## src/rtl/byte_assembler.sv

```systemverilog
// byte_assembler: MSB-first serial-to-byte assembler with a single-word output buffer.
// Define PARITY_EN to expect a trailing even-parity bit per word and report mismatches on par_err.
module byte_assembler (
    input  logic       clk,
    input  logic       rst,
    input  logic       sin,
    input  logic       sin_en,
    input  logic       sync,
    output logic [7:0] dout,
    output logic       dout_valid,
    input  logic       dout_ready,
    output logic       overrun,
    output logic       par_err
);
    typedef enum logic [1:0] {IDLE, SHIFT, PAR} state_t;
`ifdef PARITY_EN
    localparam int SRW = 8;
    localparam state_t AFTER_LAST = PAR;
`else
    localparam int SRW = 7;
    localparam state_t AFTER_LAST = IDLE;
`endif
    state_t state_q, state_d;
    logic [2:0] cnt_q, cnt_d;
    logic [SRW-1:0] sr_q, sr_d;
    logic [7:0] dout_q, dout_d, word;
    logic dv_q, dv_d, ovr_q, ovr_d, perr_q, perr_d;
    logic start, last, complete, perr;

    assign start = sin_en && sync;
    assign last = state_q == SHIFT && sin_en && !sync && cnt_q == 3'd7;
`ifdef PARITY_EN
    assign complete = state_q == PAR && sin_en && !sync;
    assign word = sr_q;
    assign perr = complete && ((^sr_q) != sin);
`else
    assign complete = last;
    assign word = {sr_q, sin};
    assign perr = 1'b0;
`endif

    // state and datapath registers, async active-low reset
    always_ff @(posedge clk or negedge rst) begin
        if (!rst) begin
            state_q <= IDLE;
            cnt_q   <= '0;
            sr_q    <= '0;
            dout_q  <= '0;
            dv_q    <= 1'b0;
            ovr_q   <= 1'b0;
            perr_q  <= 1'b0;
        end else begin
            state_q <= state_d;
            cnt_q   <= cnt_d;
            sr_q    <= sr_d;
            dout_q  <= dout_d;
            dv_q    <= dv_d;
            ovr_q   <= ovr_d;
            perr_q  <= perr_d;
        end
    end

    // next state: sync restarts from any state, 8th bit moves on, parity bit ends the word
    always_comb begin
        state_d = state_q;
        if (start)
            state_d = SHIFT;
        else if (last)
            state_d = AFTER_LAST;
        else if (complete)
            state_d = IDLE;
    end

    // assembly register, counter and single-word output buffer
    always_comb begin
        cnt_d  = cnt_q;
        sr_d   = sr_q;
        dout_d = dout_q;
        dv_d   = dv_q;
        ovr_d  = ovr_q;
        perr_d = perr;
        if (start) begin
            sr_d  = {{(SRW-1){1'b0}}, sin};
            cnt_d = 3'd1;
        end else if (state_q == SHIFT && sin_en) begin
            sr_d  = {sr_q[SRW-2:0], sin};
            cnt_d = cnt_q + 3'd1;
        end
        if (complete && (!dv_q || dout_ready)) begin
            dout_d = word;
            dv_d   = 1'b1;
        end else if (complete)
            ovr_d = 1'b1;
        else if (dout_ready)
            dv_d = 1'b0;
    end

    assign dout       = dout_q;
    assign dout_valid = dv_q;
    assign overrun    = ovr_q;
    assign par_err    = perr_q;
endmodule

```

## config.mk

```make
export PLATFORM = sky130hd
export DESIGN_NAME = byte_assembler
export DESIGN_NICKNAME = d
export VERILOG_FILES = /design/src/rtl/byte_assembler.sv
export SDC_FILE = /design/constraint.sdc
export NUM_CORES = 1
export LEC_CHECK = 0
export BUFFER_PORTS_ARGS = -buffer_cell sky130_fd_sc_hd__buf_2
export CORE_MARGIN = 8
export CORE_UTILIZATION = 56
export CTS_CLUSTER_DIAMETER = 100
export DETAILED_ROUTE_END_ITERATION = 16
export GPL_TIMING_DRIVEN = 1
export PLACE_DENSITY_LB_ADDON = 0.05
export SETUP_SLACK_MARGIN = 0.05
export SLEW_MARGIN = 20
export SYNTH_ARGS = -nofsm -noshare
export SYNTH_HDL_FRONTEND = slang
export SYNTH_SLANG_ARGS = --single-unit
```

## constraint.sdc

```tcl
create_clock -name clk -period 2.4 [get_ports clk]
set_input_delay 0.48 -clock clk [delete_from_list [all_inputs] [get_ports clk]]
set_output_delay 0.48 -clock clk [all_outputs]
set_load 0.03 [all_outputs]
```

======== Word level (Yosys, flattened, before mapping) ========
Cells that the tools add are included.
word-level totals
  bits in registers ....................... 22
  bits of input ports ..................... 6
  logic and storage cells ................. 33
operators by class
  add/sub/neg operators ................... 1
  eq/ne operators ......................... 3
  multiplexer cells ....................... 9
  bitwise gates (word level) .............. 1
  reductions and logical operators ........ 13
operators by type and width
  kind                   count
  $mux W7                2
  $mux W3                2
  $reduce_bool A2 Y1     3
  $logic_and A1 B1 Y1    5
  $mux W2                2
  $reduce_and A2 Y1      2
  $add A3 B1 Y3 const B  1
  $eq A3 B3 Y1 const B   1
  $mux W1                3
  $eq A2 B1 Y1 const B   1
  $logic_not A1 Y1       2
  $ne A2 B1 Y1 const B   1
  $logic_or A1 B1 Y1     1
  $not A1 Y1             1

======== Logic depth before layout (Yosys ltp) ========
  depth after elaboration ................. 7
  depth in mapped cells ................... 6

======== Least setup slack after synthesis ========
No wires, ideal clock.
  path kind ............................... reg2reg
  from .................................... register cnt_q[0]
  to ...................................... register dout_q[0] (netlist: dout[0])
  setup time .............................. 0.125 ns
  arrival ................................. 1.369 ns
  required time ........................... 2.275 ns
  slack ................................... 0.907 ns
  stages on the path, launching flop included .. 7
  period minus slack after synthesis ...... 1.493 ns
  cell sequence ........................... dfrtp_1 > ha_1 > ha_1 > nand4b_4 > nor2b_2 > buf_6 > mux2_2
on the way
  cells in the longest elaborated chain, start to end .. 3
RTL lines
  item                    line  text
  start, declared         24    logic [2:0] cnt_q, cnt_d;
  start signal, assigned  54    cnt_q <= cnt_d;
  $eq A3 B3 Y1            31    assign last = state_q == SHIFT && sin_en && !sync && cnt_q == 3'd7;
  $logic_and A1 B1 Y1     31
  $logic_and A1 B1 Y1     89    if (complete && (!dv_q || dout_ready)) begin
  end signal, assigned    56    dout_q <= dout_d;
  end, declared           26    logic [7:0] dout_q, dout_d, word;
Every way passes these cells.
A chain may end at the register's enable or synchronous reset.

======== Final worst setup path ========
  from .................................... register cnt_q[0]
  to ...................................... register dout_q[2] (netlist: dout[2])
Same word-level chain as after synthesis.

==> out/metrics.yaml <==
yosys:
  synthMuxAreaShare: 0.120
  synthDistinctLibCells: 21
  synthAdderAreaFrac: 0.0271
  netlist_area_um2: 925
  synth_area_per_cell_um2: 13.4
  synth.top_cell.area_share: 0.568
  synth-edff-count: 0
  synthArstFlopShare: 1.00
  synth_xor_area_frac: 0
  synth_top_family_by_area: "compound AO/OA/AOI/OAI gates"
  yosysSeqAreaShare: 0.568
  synth_nets: 77
  synth-seq-cells: 21
  synth_top_cell_by_area: "dfrtp_1"
  synth_area_leaders: "dfrtp_1, mux2_2, a2bb2oi_1"
  netlist_instances: 69
  yosysWarnings: 0
  synth-simple-area-share: 0.0636
  synth-main-ff-cell: "dfrtp_1"
  synth_compound_area_frac: 0.138
floorplanning:
  io_pins: 17
  num_rows: 14
  die_w_um: 56.6
  die-area_um2: 3210
  initial_core_util: 0.607
  core_area_um2: 1520
  die_h_um: 56.6
worst_setup_path:
  crit_arrival_ns: 1.97
  r2r_cells: 5
  cp_num_cells: 5
  critPathMaxFanout: 8
  path_delay_family: "simple AND/OR/NAND/NOR gates"
  cp-end-kind: "flip-flop"
  critPathLaunchType: "flip-flop"
  cp.buffers_inverters: 0
  critical_path_class: "flip-flop to flip-flop"
  path_common_cell: "ha_1"
  worst_ep_required_time_ns: 2.58
  r2r_slack_ns: 0.61
  crit_path_max_incr_delay_ns: 0.40
  cp_cell_sequence: "ha_1 -> ha_1 -> nand4b_4 -> nor2b_2 -> mux2_2"
  slowest_stage: "dfrtp_1"
sta:
  setup_tns_ns: 0
  finalCritPeriodShare: 0.745
  fin_skew_ns: 0.00708
  setup_viol: 0
  rsz0062_at_grt: "no"
  hold_viol_final: 0
  fin_crit_ns: 1.79
  drv_slew: 0
  clock.fmax_mhz: 559
final_layout:
  final_common_cell: "dfrtp_1"
  syn_to_final_growth_pct: 7.85
  nets: 91
  fill_cells: 124
  post-route-util: 0.654
  seqCellArea_um2: 526
  multi_input_area_um2: 327
  n_antenna_cell: 0
  drive_gt1_frac: 0.378
  final_cell_mix: "dfrtp_1, buf_2, mux2_2, inv_1"
drt:
  drt-total-wl_mm: 1.46
  remaining_drc_errors: 0
  postRouteAntennaNets: 0
  wl_per_cell_um: 14.9
  drtIter0Drc: 5
  vias_per_cell: 5.57
  via_count: 546
  firstDrtPassIters: 4
job:
  drv_cap: 0
global_routing:
  grt_pass1_vias: 558
  grt_overflow_total: 0
  grt_usage: 0.0918
  grt_max_degree: 22
  grt_pass1_wl_mm: 2.44
  antenna_found_initial: 0
clock_network:
  cts_resized: 0
  cts_tree: "built"
  clk_latency_ns: 0.29
  numCtsBuffers: 3
  cts.sinks: 21
  cts_setup_buffers: 0
  cts-root-buf: "clkbuf_4"
  path_clk_slew_ns: 0.12
  hold_buffers: 0
  cts-htree-levels: 1
  cts_buffer_depth: 2
hold_path:
  hp-class: "primary input to async pin"
placement:
  hpwl_mm: 1.06
  port_buffers: 15
  gp_congestion: 0.751
power_and_ir_drop:
  p_per_area_nw_per_um2: 769
  power_leakage_nw: 0.537
  irDropWorstVdd_mv: 0.507
status:
  status: "completed"
-- registers in the layout, indices dropped and copies added, names as in the netlist --
register,count
state_q,1
sr_q,7
overrun,1
dout_valid,1
cnt_q,3
dout,8
-- path summary, 6_finish.rpt --
| kind | from | end |
|---|---|---|
| worst min register to register | overrun | overrun |
| worst max-delay path | cnt_q[0] | dout[2] |
| min in group clk | sin | sr_q[0] |
| worst min-delay path | rst | sr_q[5] |
| max in group asynchronous | rst | sr_q[2] |
| worst max register to register | cnt_q[0] | dout[2] |
-- layout make-up --
type / instances / share of cell area
sequential: 21 / 0.527
timing repair buffer: 15 / 0.0753
clock inverter: 1 / 0.00502
tap: 16 / 0.0201
multi-input combinational: 36 / 0.327
clock buffer: 3 / 0.0226
inverter: 6 / 0.0226
-- worst reg2reg max path: cells and delay by family, from the launching register on --
family                     cells  cell delay, ns
and+or+nand+nor                2            0.52
DFF                            1            0.40
muxes                          1            0.39
adders and majority gates      2            0.37
-- metrics by stage --
stage | cell area [µm²] | cells | total power, mW | worst slack (ns) | hold WS, ns
CTS | 997 | 98 | 0.776 | 0.585 | 0.132
finish | 997 | 98 | 0.767 | 0.612 | 0.117
global route | 997 | 98 | 0.809 | 0.501 | 0.143
floorplan | 925 | 69 | 0.569 | 0.907 | 0.184
global placement | 970 | 94 | 0.612 | 0.644 | 0.457
detailed placement | 970 | 94 | 0.613 | 0.608 | 0.457
-- per-layer routing --
metal | up-vias | GRT usage | routed length (µm)
met5 | - | 0 | 0
li1 | 268 | - | -
met4 | 0 | 0.0206 | 7
met2 | 14 | 0.138 | 636
met3 | 2 | 0.0360 | 103
met1 | 262 | 0.120 | 712
-- Yosys cell counts (2+ instances only) --
library cell  number
a22o_1             3
a2bb2oi_1          5
buf_4              3
buf_6              2
dfrtp_1           21
ha_1               2
inv_1              6
mux2_2             9
nand2_1            2
o22ai_1            5
-- report_power, final --
group	internal [mW]	switching, mW	total (mW)	leakage [nW]
sequential	0.398	0.0305	0.429	0.278
clock	0.0618	0.101	0.163	0.0177
combinational	0.0720	0.103	0.175	0.241
total	0.532	0.234	0.767	0.537
-- kinds of logic after synthesis --
family,count (synthesis)
simple gates,7
flops,21
fa+ha+maj,2
compound gates,16
other cells,1
buf+inv,12
mux,10
Power figures use the tool's default switching activity.
